### src/rtl/sync_fifo_reader_if.sv
// Handshake bundle for sync_fifo_reader: the FIFO read port (empty/data/pull)
// and the registered valid/ready master stream toward the channel driver.
interface sync_fifo_reader_if #(
  parameter int DATA_WIDTH = 16
) ();
  logic                  fifo_empty;
  logic [DATA_WIDTH-1:0] fifo_data;
  logic                  fifo_pull;
  logic                  m_valid;
  logic                  m_ready;
  logic [DATA_WIDTH-1:0] m_data;

  modport master (
    input  fifo_empty, fifo_data, m_ready,
    output fifo_pull, m_valid, m_data
  );

  modport slave (
    output fifo_empty, fifo_data, m_ready,
    input  fifo_pull, m_valid, m_data
  );
endinterface

### src/rtl/sync_fifo_reader.sv
// Drains sync_fifo into a registered valid/ready stream via a head+skid buffer.
// Optional accepted-beat counter enabled by defining SYNC_FIFO_RD_CNT_EN.
module sync_fifo_reader #(
  parameter int DATA_WIDTH = 16
`ifdef SYNC_FIFO_RD_CNT_EN
  , parameter int CNT_WIDTH = 16
`endif
) (
  input  logic                 aclk,
  input  logic                 aresetn,
  input  logic                 srst,
  sync_fifo_reader_if.master   bus
`ifdef SYNC_FIFO_RD_CNT_EN
  , output logic [CNT_WIDTH-1:0] beat_cnt
`endif
);

  typedef enum logic [1:0] {
    OCC_EMPTY = 2'd0,
    OCC_ONE   = 2'd1,
    OCC_FULL  = 2'd2
  } occ_e;

  occ_e                  occ_q, occ_d;
  logic [DATA_WIDTH-1:0] head_q, head_d;
  logic [DATA_WIDTH-1:0] skid_q, skid_d;
  logic                  push, pop;

  always_ff @(posedge aclk or negedge aresetn) begin
    if (!aresetn) begin
      occ_q  <= OCC_EMPTY;
      head_q <= '0;
      skid_q <= '0;
    end else begin
      occ_q  <= occ_d;
      head_q <= head_d;
      skid_q <= skid_d;
    end
  end

  // Pull depends only on registered occupancy, keeping m_ready off this path.
  always_comb begin
    push   = !srst && !bus.fifo_empty && (occ_q != OCC_FULL);
    pop    = (occ_q != OCC_EMPTY) && bus.m_ready;
    occ_d  = occ_q;
    head_d = head_q;
    skid_d = skid_q;
    if (srst) begin
      occ_d  = OCC_EMPTY;
      head_d = '0;
      skid_d = '0;
    end else begin
      case (occ_q)
        OCC_EMPTY: if (push) begin
          head_d = bus.fifo_data;
          occ_d  = OCC_ONE;
        end
        OCC_ONE: begin
          if (push && pop) begin
            head_d = bus.fifo_data;
          end else if (push) begin
            skid_d = bus.fifo_data;
            occ_d  = OCC_FULL;
          end else if (pop) begin
            occ_d  = OCC_EMPTY;
          end
        end
        OCC_FULL: if (pop) begin
          head_d = skid_q;
          occ_d  = OCC_ONE;
        end
        default: occ_d = OCC_EMPTY;
      endcase
    end
  end

  assign bus.fifo_pull = push;
  assign bus.m_valid   = (occ_q != OCC_EMPTY);
  assign bus.m_data    = head_q;

`ifdef SYNC_FIFO_RD_CNT_EN
  logic [CNT_WIDTH-1:0] cnt_q, cnt_d;

  always_comb begin
    cnt_d = cnt_q;
    if (srst)     cnt_d = '0;
    else if (pop) cnt_d = cnt_q + CNT_WIDTH'(1);
  end

  always_ff @(posedge aclk or negedge aresetn) begin
    if (!aresetn) cnt_q <= '0;
    else          cnt_q <= cnt_d;
  end

  assign beat_cnt = cnt_q;
`endif

endmodule

### src/flat_wrapper.sv
// flat-port wrapper written by rule: the top's interface ports become plain ports
module sync_fifo_reader_flat 
#(
  parameter int DATA_WIDTH = 16

)
  (aclk, aresetn, srst, bus_fifo_empty, bus_fifo_data, bus_m_ready, bus_fifo_pull, bus_m_valid, bus_m_data);
  sync_fifo_reader_if #(.DATA_WIDTH(DATA_WIDTH)) bus_i ();
  input  logic aclk;
  input  logic aresetn;
  input  logic srst;
  input wire logic [$bits(bus_i.fifo_empty)-1:0] bus_fifo_empty;
  input wire logic [$bits(bus_i.fifo_data)-1:0] bus_fifo_data;
  input wire logic [$bits(bus_i.m_ready)-1:0] bus_m_ready;
  output wire logic [$bits(bus_i.fifo_pull)-1:0] bus_fifo_pull;
  output wire logic [$bits(bus_i.m_valid)-1:0] bus_m_valid;
  output wire logic [$bits(bus_i.m_data)-1:0] bus_m_data;
  assign bus_i.fifo_empty = bus_fifo_empty;
  assign bus_i.fifo_data = bus_fifo_data;
  assign bus_i.m_ready = bus_m_ready;
  assign bus_fifo_pull = bus_i.fifo_pull;
  assign bus_m_valid = bus_i.m_valid;
  assign bus_m_data = bus_i.m_data;
  sync_fifo_reader #(.DATA_WIDTH(DATA_WIDTH)) u_core (.aclk(aclk), .aresetn(aresetn), .srst(srst), .bus(bus_i));
endmodule
### config.mk
export PLATFORM = sky130hd
export DESIGN_NAME = sync_fifo_reader_flat
export DESIGN_NICKNAME = d
export VERILOG_FILES = /design/src/rtl/sync_fifo_reader_if.sv /design/src/rtl/sync_fifo_reader.sv /design/src/flat_wrapper.sv
export SDC_FILE = /design/constraint.sdc
export NUM_CORES = 1
export LEC_CHECK = 0
export ABC_AREA = 1
export BUFFER_PORTS_ARGS = -buffer_cell sky130_fd_sc_hd__buf_2
export CORE_ASPECT_RATIO = 2
export CORE_MARGIN = 8
export CORE_UTILIZATION = 54
export DETAILED_ROUTE_END_ITERATION = 10
export PLACE_DENSITY = 0.79
export RECOVER_POWER = 100
export SETUP_SLACK_MARGIN = 0.2
export SLEW_MARGIN = 0
export SYNTH_ARGS = -nofsm -noshare
export SYNTH_HDL_FRONTEND = slang
export SYNTH_SLANG_ARGS = --single-unit
### constraint.sdc
create_clock -name aclk -period 1.6 [get_ports aclk]
set_input_delay 0.16 -clock aclk [delete_from_list [all_inputs] [get_ports aclk]]
set_output_delay 0.16 -clock aclk [all_outputs]
set_load 0.02 [all_outputs]
After elaboration in Yosys (flattened, before gate mapping)
Index checks and enable logic that the tools add are counted.
{ "totals": {"out_inout_bits": 18, "ff_bits": 34, "wordCells": 41, "in_bits": 21} }
{ "op_classes": {"eq_ne": 9, "n_reduce_logical": 14, "muxes": 15} }
{ "op_table": {"columns": ["op", "count"], "rows": [
  ["16-bit two-way mux", 7],
  ["16-bit one-hot mux with 3 select lines", 1],
  ["2-bit two-way mux", 6],
  ["4-bit AND reduction", 2],
  ["3-bit by 2-bit != test with 1-bit output (second input constant)", 2],
  ["3-bit != test (second input constant)", 2],
  ["2-bit one-hot mux with 3 select lines", 1],
  ["2-bit nonzero test", 3],
  ["1-bit logical AND", 4],
  ["2-bit != test (second input constant)", 2],
  ["4-bit by 3-bit != test with 1-bit output (second input constant)", 1],
  ["4-bit nonzero test", 1],
  ["3-bit AND reduction", 1],
  ["2-bit by 1-bit equality test with 1-bit output (second input constant)", 1],
  ["2-bit equality test (second input constant)", 1],
  ["1-bit logical NOT", 2],
  ["2-bit logical NOT", 1]
]} }

Longest topological paths before layout
Gate-level depths: netlist of the first run.
{ "depth": {"ltp_word": 7, "ltp_mapped": 9, "depth_no_buf": 8} }

Least setup slack after synthesis of the first run
OpenSTA, ideal clock, no wires.
{ "synth_timing": {"path_type": "reg2reg", "from": "register u_core.occ_q[1]", "to": "register u_core.head_q[10] (netlist: u_core.bus.m_data[10])", "path_slack_ns": 0.358, "required_time_ns": 1.483, "setup_time_ns": 0.117, "synth_period_minus_slack_ns": 1.242, "path_stages_with_launch": 8, "arrival_time_ns": 1.125, "path_buffers": 1, "cell_sequence": "dfrtp_1 -> nor2_2 -> nand2_1 -> nand2_1 -> nand2_2 -> buf_4 -> nand3_1 -> nand2_1"} }
{ "synth_via": {"elab_chain_cells": 5} }
{ "synth_rtl": {"columns": ["item", "line_no", "rtl"], "rows": [
  ["start: declaration", "sync_fifo_reader.sv:24", "occ_e occ_q, occ_d;"],
  ["start signal: assignment", "sync_fifo_reader.sv:31", "occ_q <= OCC_EMPTY;"],
  ["start signal: assignment", "sync_fifo_reader.sv:35", "occ_q <= occ_d;"],
  ["2-bit != test / 2-bit nonzero test (equally long branches)", "sync_fifo_reader.sv:43, sync_fifo_reader.sv:44", null],
  ["1-bit logical AND (on tied branches)", "sync_fifo_reader.sv:43, sync_fifo_reader.sv:44", null],
  ["1-bit logical AND", "sync_fifo_reader.sv:59", "if (push && pop) begin"],
  ["3-bit by 2-bit != test with 1-bit output (no source line)", null, null],
  ["4-bit AND reduction (no source line)", null, null],
  ["end signal: assignment", "sync_fifo_reader.sv:32", "head_q <= '0;"],
  ["end signal: assignment", "sync_fifo_reader.sv:36", "head_q <= head_d;"],
  ["end: declaration", "sync_fifo_reader.sv:25", "logic [DATA_WIDTH-1:0] head_q, head_d;"]
]} }
Several ways; a longest one is shown, not always the timed one.
A chain may end at the register's enable or synchronous reset.

Worst setup path after layout of the first run
{ "layout_timing": {"from": "register u_core.occ_q[0]", "to": "register u_core.skid_q[12]"} }
{ "layout_via": {"elab_chain_cells": 5} }
{ "layout_rtl": {"columns": ["item", "line_no", "rtl"], "rows": [
  ["2-bit != test / 2-bit nonzero test (equally long branches)", "sync_fifo_reader.sv:43, sync_fifo_reader.sv:44", null],
  ["1-bit logical AND (on tied branches)", "sync_fifo_reader.sv:43, sync_fifo_reader.sv:44", null],
  ["1-bit logical AND", "sync_fifo_reader.sv:59", null],
  ["2-bit != test (no source line)", null, null],
  ["3-bit AND reduction (no source line) *", null, null],
  ["end signal: assignment", "sync_fifo_reader.sv:37", "skid_q <= skid_d;"],
  ["end: declaration", "sync_fifo_reader.sv:26", "logic [DATA_WIDTH-1:0] skid_q, skid_d;"]
]} }
Mark *: on every way between the ends. The rest lies on a longest branch, timed or not.

==> run metrics, run 1 <==
CTS tree=yes; pre-CTS setup slack=approximately 0.085 ns; Mapped Avg Cell Area=about 7.1 sq um; unrepaired setup endpoints after global routing=false; vias in the first global route=around 1700; drt first pass iters=4; worst setup path category=reg -> reg; power share of the clock group=between 20% and 30%; Clock Sinks=34; layout cells sized above 1=18.8%; core footprint=0.00319 sq mm; post-DR wirelength/cell=13.2 um; worst-margin pin slew=slightly above 0.8 ns; initial antenna violation count=0; depth of the CTS H-tree=2; Root Driver=clkbuf_8; count of final hold-check violations=0; IO buf count=38; Mapped Nets=approximately 280; Flop pwr share=42.4%; largest net degree at the start of global routing=35; Nets=323; Yosys warning count=0; Final GP Congestion=around 0.73; commonest non-fill, non-tap cells in the layout=nand2_1 (101), nor2_1 (36), dfrtp_1 (34); max-cap violation count=0; die area=0.00555 sq mm; Worst VDD drop=approximately 780 uV; final worst slack=a little over 0.2 ns; vias per inst=about 5.1; FF-to-FF setup slack=between 0.2 and 0.25 ns; Int Pwr=1.67 mW; # diodes=0; count of final setup violators=0; Core Rows=29; switch share=about a third; clock-pin slew on the worst setup and hold paths=around 0.070 ns; most common cell after layout, fill and taps aside=nand2_1; drt drc=0; run status=complete, no violations; type of origin of the critical path=register; Antenna Nets Post-Route=0; DR vias=roughly 1700; Logic pwr share=about 28%; clk buf depth=2; CP required=1.78 ns; HPWL Detailed=approximately 2800 um; PD cells=1140 mW/mm^2; crit-path max FO=8; leak pwr=approximately 1.3 nW; Routed WL=approximately 4400 um; Final min period=1.40 ns; Unique masters post-synth=18; Setup Skew=roughly 0.0023 ns; Rel. slew slack=about 45%; Pins Over Slew Limit=0; sequential area share after synthesis=between 40% and 50%; Initial Utilization=a little under three fifths; Total GRT Usage=approximately 16%; setup TNS after final layout=0 ns; Post-Synthesis Cells=255; min-delay worst type=in -> reg; Worst-Skew Late Latency=roughly 0.29 ns; period utilisation layout=between 80% and 90%; synthesis-to-finish area growth=23.9%; Yosys reg bits=34; CP endpoint kind=register; I/O pins=39; grt ovf=0; total CTS buffers=5; DRT iter0 DRCs=58; first-pass GRT wire length=approximately 7400 um; Post-Syn Area=approximately 0.0018 sq mm; Die X=between 50 and 60 um; Fmax=between 700 and 800 MHz; crit path DAT=approximately 1.6 ns; die height=97.6 um; Switching Power=between 800 and 900 uW
[cell usage after synthesis]
| cell type | n | area (sq um) |
|---|---|---|
| dfrtp_1 | 34 | 851 |
| inv_1 | 18 | 67.6 |
| o21ai_1 | 6 | 30.0 |
| inv_2 | 4 | 15.0 |
| buf_6 | 3 | 33.8 |
| clkbuf_1 | 3 | 11.3 |
| nor2_1 | 36 | 135 |
| o21ai_0 | 14 | 70.1 |
| nand2_1 | 102 | 383 |
| buf_2 | 3 | 15.0 |
| o2111ai_1 | 1 | 8.76 |
| a21oi_1 | 1 | 5.00 |
| nand4_1 | 1 | 6.26 |
| nor2_2 | 1 | 6.26 |
| nand2_4 | 1 | 11.3 |
| nand3_1 | 18 | 90.1 |
| buf_4 | 3 | 22.5 |
| nand2_2 | 6 | 37.5 |
[per-layer routing]
layer / GRT usage (%) / share of wire (%) / vias up
met1: 16.5 / 39 / 772
met5: 0 / 0 / -
li1: - / - / 873
met2: 27.2 / 53 / 44
met4: 7.64 / 2.5 / 0
met3: 5.24 / 5.5 / 8
[cells by family (layout without fill, tap and decap cells)]
kind of cell,count (synthesis),after routing,share of synthesized area [%]
AO/OA/AOI/OAI,22,22,6.33
flip-flops,34,34,47.3
AND/OR/NAND/NOR,165,167,37.2
buffers and inverters,34,80,9.18
[stage by stage]
| stage | area [sq um] | power (mW) | hold WS [ns] | std cells | utilization, % |
|---|---|---|---|---|---|
| floorplan | 1800 | 1.53 | -0.136 | 255 | - |
| CTS | 2130 | 2.48 | 0.131 | 327 | 66.6 |
| global placement | 1980 | 1.70 | 0.267 | 317 | 62.1 |
| detailed placement | 1980 | 1.72 | 0.265 | 317 | 62.1 |
| global route | 2230 | 2.68 | 0.140 | 334 | 69.8 |
| finish | 2230 | 2.54 | 0.136 | 334 | 69.8 |
[power by group through the flow]
stage	registers (mW)	logic, mW	clock network, mW
2_1_floorplan	1.17	0.358	0
3_3_place_gp	1.08	0.622	0
3_5_place_dp	1.09	0.635	0
4_1_cts	1.07	0.654	0.757
5_1_grt	1.09	0.808	0.783
6_report	1.08	0.720	0.741
[worst max-delay path: stages (launching register included)]
cell and delay [ns]:
dfrtp_1 0.45, buf_4 0.17, nand2_2 0.08, o21ai_4 0.20, buf_4 0.17, nand2_4 0.09
nand2_1 0.07, o21ai_1 0.05
[repair_timing]
item / 4_1_cts / 5_1_grt
pin swaps: 1 / 3
gates resized for setup: 5 / 15
hold endpoints to repair: 34 / 0
setup buffers: 0 / 6
endpoints found under the setup margin: 19 / 33
hold buffers: 1 / 0
gates cloned: 1 / 1
[final timing paths]
path | start | end | depth (start not counted)
max in group asynchronous | aresetn | u_core.skid_q[12] | 2
max reg2reg | u_core.occ_q[0] | u_core.skid_q[12] | 7
min reg2reg | u_core.bus.m_data[7] | u_core.bus.m_data[7] | 2
min in group asynchronous | aresetn | u_core.bus.m_data[14] | 2
max | u_core.occ_q[0] | u_core.skid_q[12] | 7
min | bus_fifo_data[2] | u_core.skid_q[2] | 3
[registers in the layout, summed over array words and instances (netlist names)]
name and flops:
u_core.skid_q 16, u_core.occ_q 2, u_core.bus.m_data 16
[final cells by class]
type                            count  area [sq um]
Inverter                           22          85.1
Timing Repair Buffer               50           288
Multi-Input combinational cell    189           857
Sequential cell                    34           851
Clock buffer                        8           110
Tap cell                           31          38.8
Fill cell                         294           963
No activity file was read; power rests on OpenSTA's default activity.
==> run 2: changes to the inputs <==
--- a/constraint.sdc
+++ b/constraint.sdc
@@ -3,2 +3,2 @@
 set_output_delay 0.16 -clock aclk [all_outputs]
-set_load 0.02 [all_outputs]
+set_load 0.1 [all_outputs]
==> run 2 against run 1 <==
Sequential share of layout area up 0.68 points. Worst setup slack worse by 0.035 ns. First-iteration DRC count down 50%. Fmax down 2.5%. Critical path type is now reg -> out. Clock-buffer cell count down 1.
==> run metrics, run 2 (synthesis gave the netlist of run 1 again) <==
run status=complete, no violations; die height=97.6 um (unchanged); FF-to-FF setup slack=0.19 ns (about the same); leak pwr=1.28 nW (about the same); period utilisation layout=89.6% (+2.2 points); Routed WL=4110 um (-6.9%); Worst Setup EP=bus_fifo_pull; clock-pin slew on the worst setup and hold paths=0.06 ns (about the same); Root Driver=clkbuf_8; CP required=1.44 ns (-0.34 ns); vias per inst=4.96 (-2.4%); launch point of the worst hold path=bus_fifo_data[2]; drt drc=0 (unchanged); Setup crit start=u_core.occ_q[0]; Core Rows=29 (unchanged); layout cells sized above 1=21.5% (+2.7 points); die area=0.00555 sq mm (unchanged); M1 wire length=1660 um (-3.9%); min-delay worst type=in -> reg; core footprint=0.00319 sq mm (unchanged); max-cap violation count=0 (unchanged); Final GP Congestion=0.752 (+2.6%); Final Hold Slack=0.134 ns (-0.00231 ns); Fmax=698 MHz (-2.5%); worst setup path category=reg -> out; most common cell after layout, fill and taps aside=nand2_1; Rel. slew slack=44.2% (-0.80 points); Die X=56.8 um (unchanged); count of final setup violators=0 (unchanged); largest net degree at the start of global routing=35 (unchanged); Worst-Skew Late Latency=0.28 ns (about the same); drt first pass iters=4 (unchanged); Pins Over Slew Limit=0 (unchanged); worst-margin pin slew=0.837 ns (+0.0120 ns); CP endpoint kind=output port; type of origin of the critical path=register; PD cells=1310 mW/mm^2 (+15%); setup TNS after final layout=0 ns (unchanged); R2R depth=8 (+1); met2 WL=2130 um (-8.2%); vias in the first global route=1633 (-5.6%); FF-to-FF End=u_core.bus.m_data[0]; HPWL Detailed=2780 um (-1.5%); Antenna Nets Post-Route=0 (unchanged); clk buf depth=2 (unchanged); Total GRT Usage=14.9% (-0.92 points); post-DR wirelength/cell=12.5 um (-5.4%); IO buf count=38 (unchanged); Clock Sinks=34 (unchanged); unrepaired setup endpoints after global routing=true; I/O pins=39 (unchanged); count of final hold-check violations=0 (unchanged); initial antenna violation count=0 (unchanged); grt ovf=0 (unchanged); Initial Utilization=56.3% (unchanged); Critical R2R Launch=u_core.occ_q[0]; crit-path max FO=5 (-3); first-pass GRT wire length=6880 um (-6.7%); highest routed layer=met4; Final min period=1.43 ns (+0.0353 ns); commonest non-fill, non-tap cells in the layout=nand2_1 (103), nor2_1 (36), dfrtp_1 (34); synthesis-to-finish area growth=21.8%; metal3 WL=212 um (-13%); Worst VDD drop=888 uV (+14%); Setup Skew=0.00639 ns (+0.00413 ns); total CTS buffers=5 (unchanged); # diodes=0 (unchanged); DR vias=1632 (-3.8%); depth of the CTS H-tree=2 (unchanged); crit path DAT=1.27 ns (-0.30 ns); DRT iter0 DRCs=29 (-50%); Nets=319 (-1.2%); CTS tree=yes
-- run 2: cell count changes in the layout (fill, tap and decap cells not counted), moves of 2 or more --
cell / change
nand2_1: +2
buf_4: -4
clkbuf_1: -14
clkbuf_2: +16
nand2_2: -2
o21ai_0: +3
nand2_4: -2
clkbuf_8: -3
o21ai_1: -3
-- run 2: repair_timing --
action / CTS / global route
pin swaps: 0 / 2
hold buffers: 1 / 0
endpoints found under the setup margin: 32 / 34
gates resized for setup: 4 / 11
hold endpoints to repair: 34 / 0
cloned: 0 / 1
buffers inserted: 0 / 2
-- run 2: critical path, cell delays in order (launching register included) --
cell and delay (ns):
dfrtp_1 0.44, inv_2 0.09, nand2_1 0.14, nand2_4 0.08, inv_6 0.07, buf_12 0.16
-- run 2: through the flow --
step	power, mW	worst slack [ns]	utilization (%)	instances	area [sq um]
after floorplan	2.03	0.233	-	255	1800
after global placement	2.22	0.194	63.0	318	2010
after detailed placement	2.24	0.143	63.0	318	2010
after CTS	2.83	0.208	66.3	326	2120
after global routing	3.02	0.101	68.6	329	2190
final	2.88	0.167	68.6	329	2190
-- run 2: final cells by class --
cell class                 instances  area (sq um)
clock buffer                       7          76.3
timing repair buffer              47           295
inverter                          22          87.6
fill                             282          1000
multi-input combinational        188           842
tap                               31          38.8
sequential                        34           851
-- run 2: worst min-delay path by stage --
stage | to | slack (ns) | cells after the start
4_1_cts | u_core.skid_q[2] | 0.13 | 3
3_3_place_gp | u_core.skid_q[12] | 0.21 | 2
3_5_place_dp | u_core.bus.m_data[12] | 0.21 | 2
5_1_grt | u_core.skid_q[13] | 0.15 | 3
2_1_floorplan | u_core.bus.m_data[0] | -0.14 | 0
6_report | u_core.skid_q[2] | 0.13 | 3
-- run 2: routing by layer --
metal  up-vias  GRT usage [%]
met2        36           25.3
met4         0           7.27
met3        10           4.84
met1       718           15.9
li1        868              -
met5         -              0
-- run 2: power by group --
| part | leakage [nW] | internal (mW) | switching [mW] |
|---|---|---|---|
| clock | 0.0383 | 0.299 | 0.276 |
| combinational | 0.805 | 0.252 | 0.977 |
| sequential | 0.441 | 0.994 | 0.0800 |
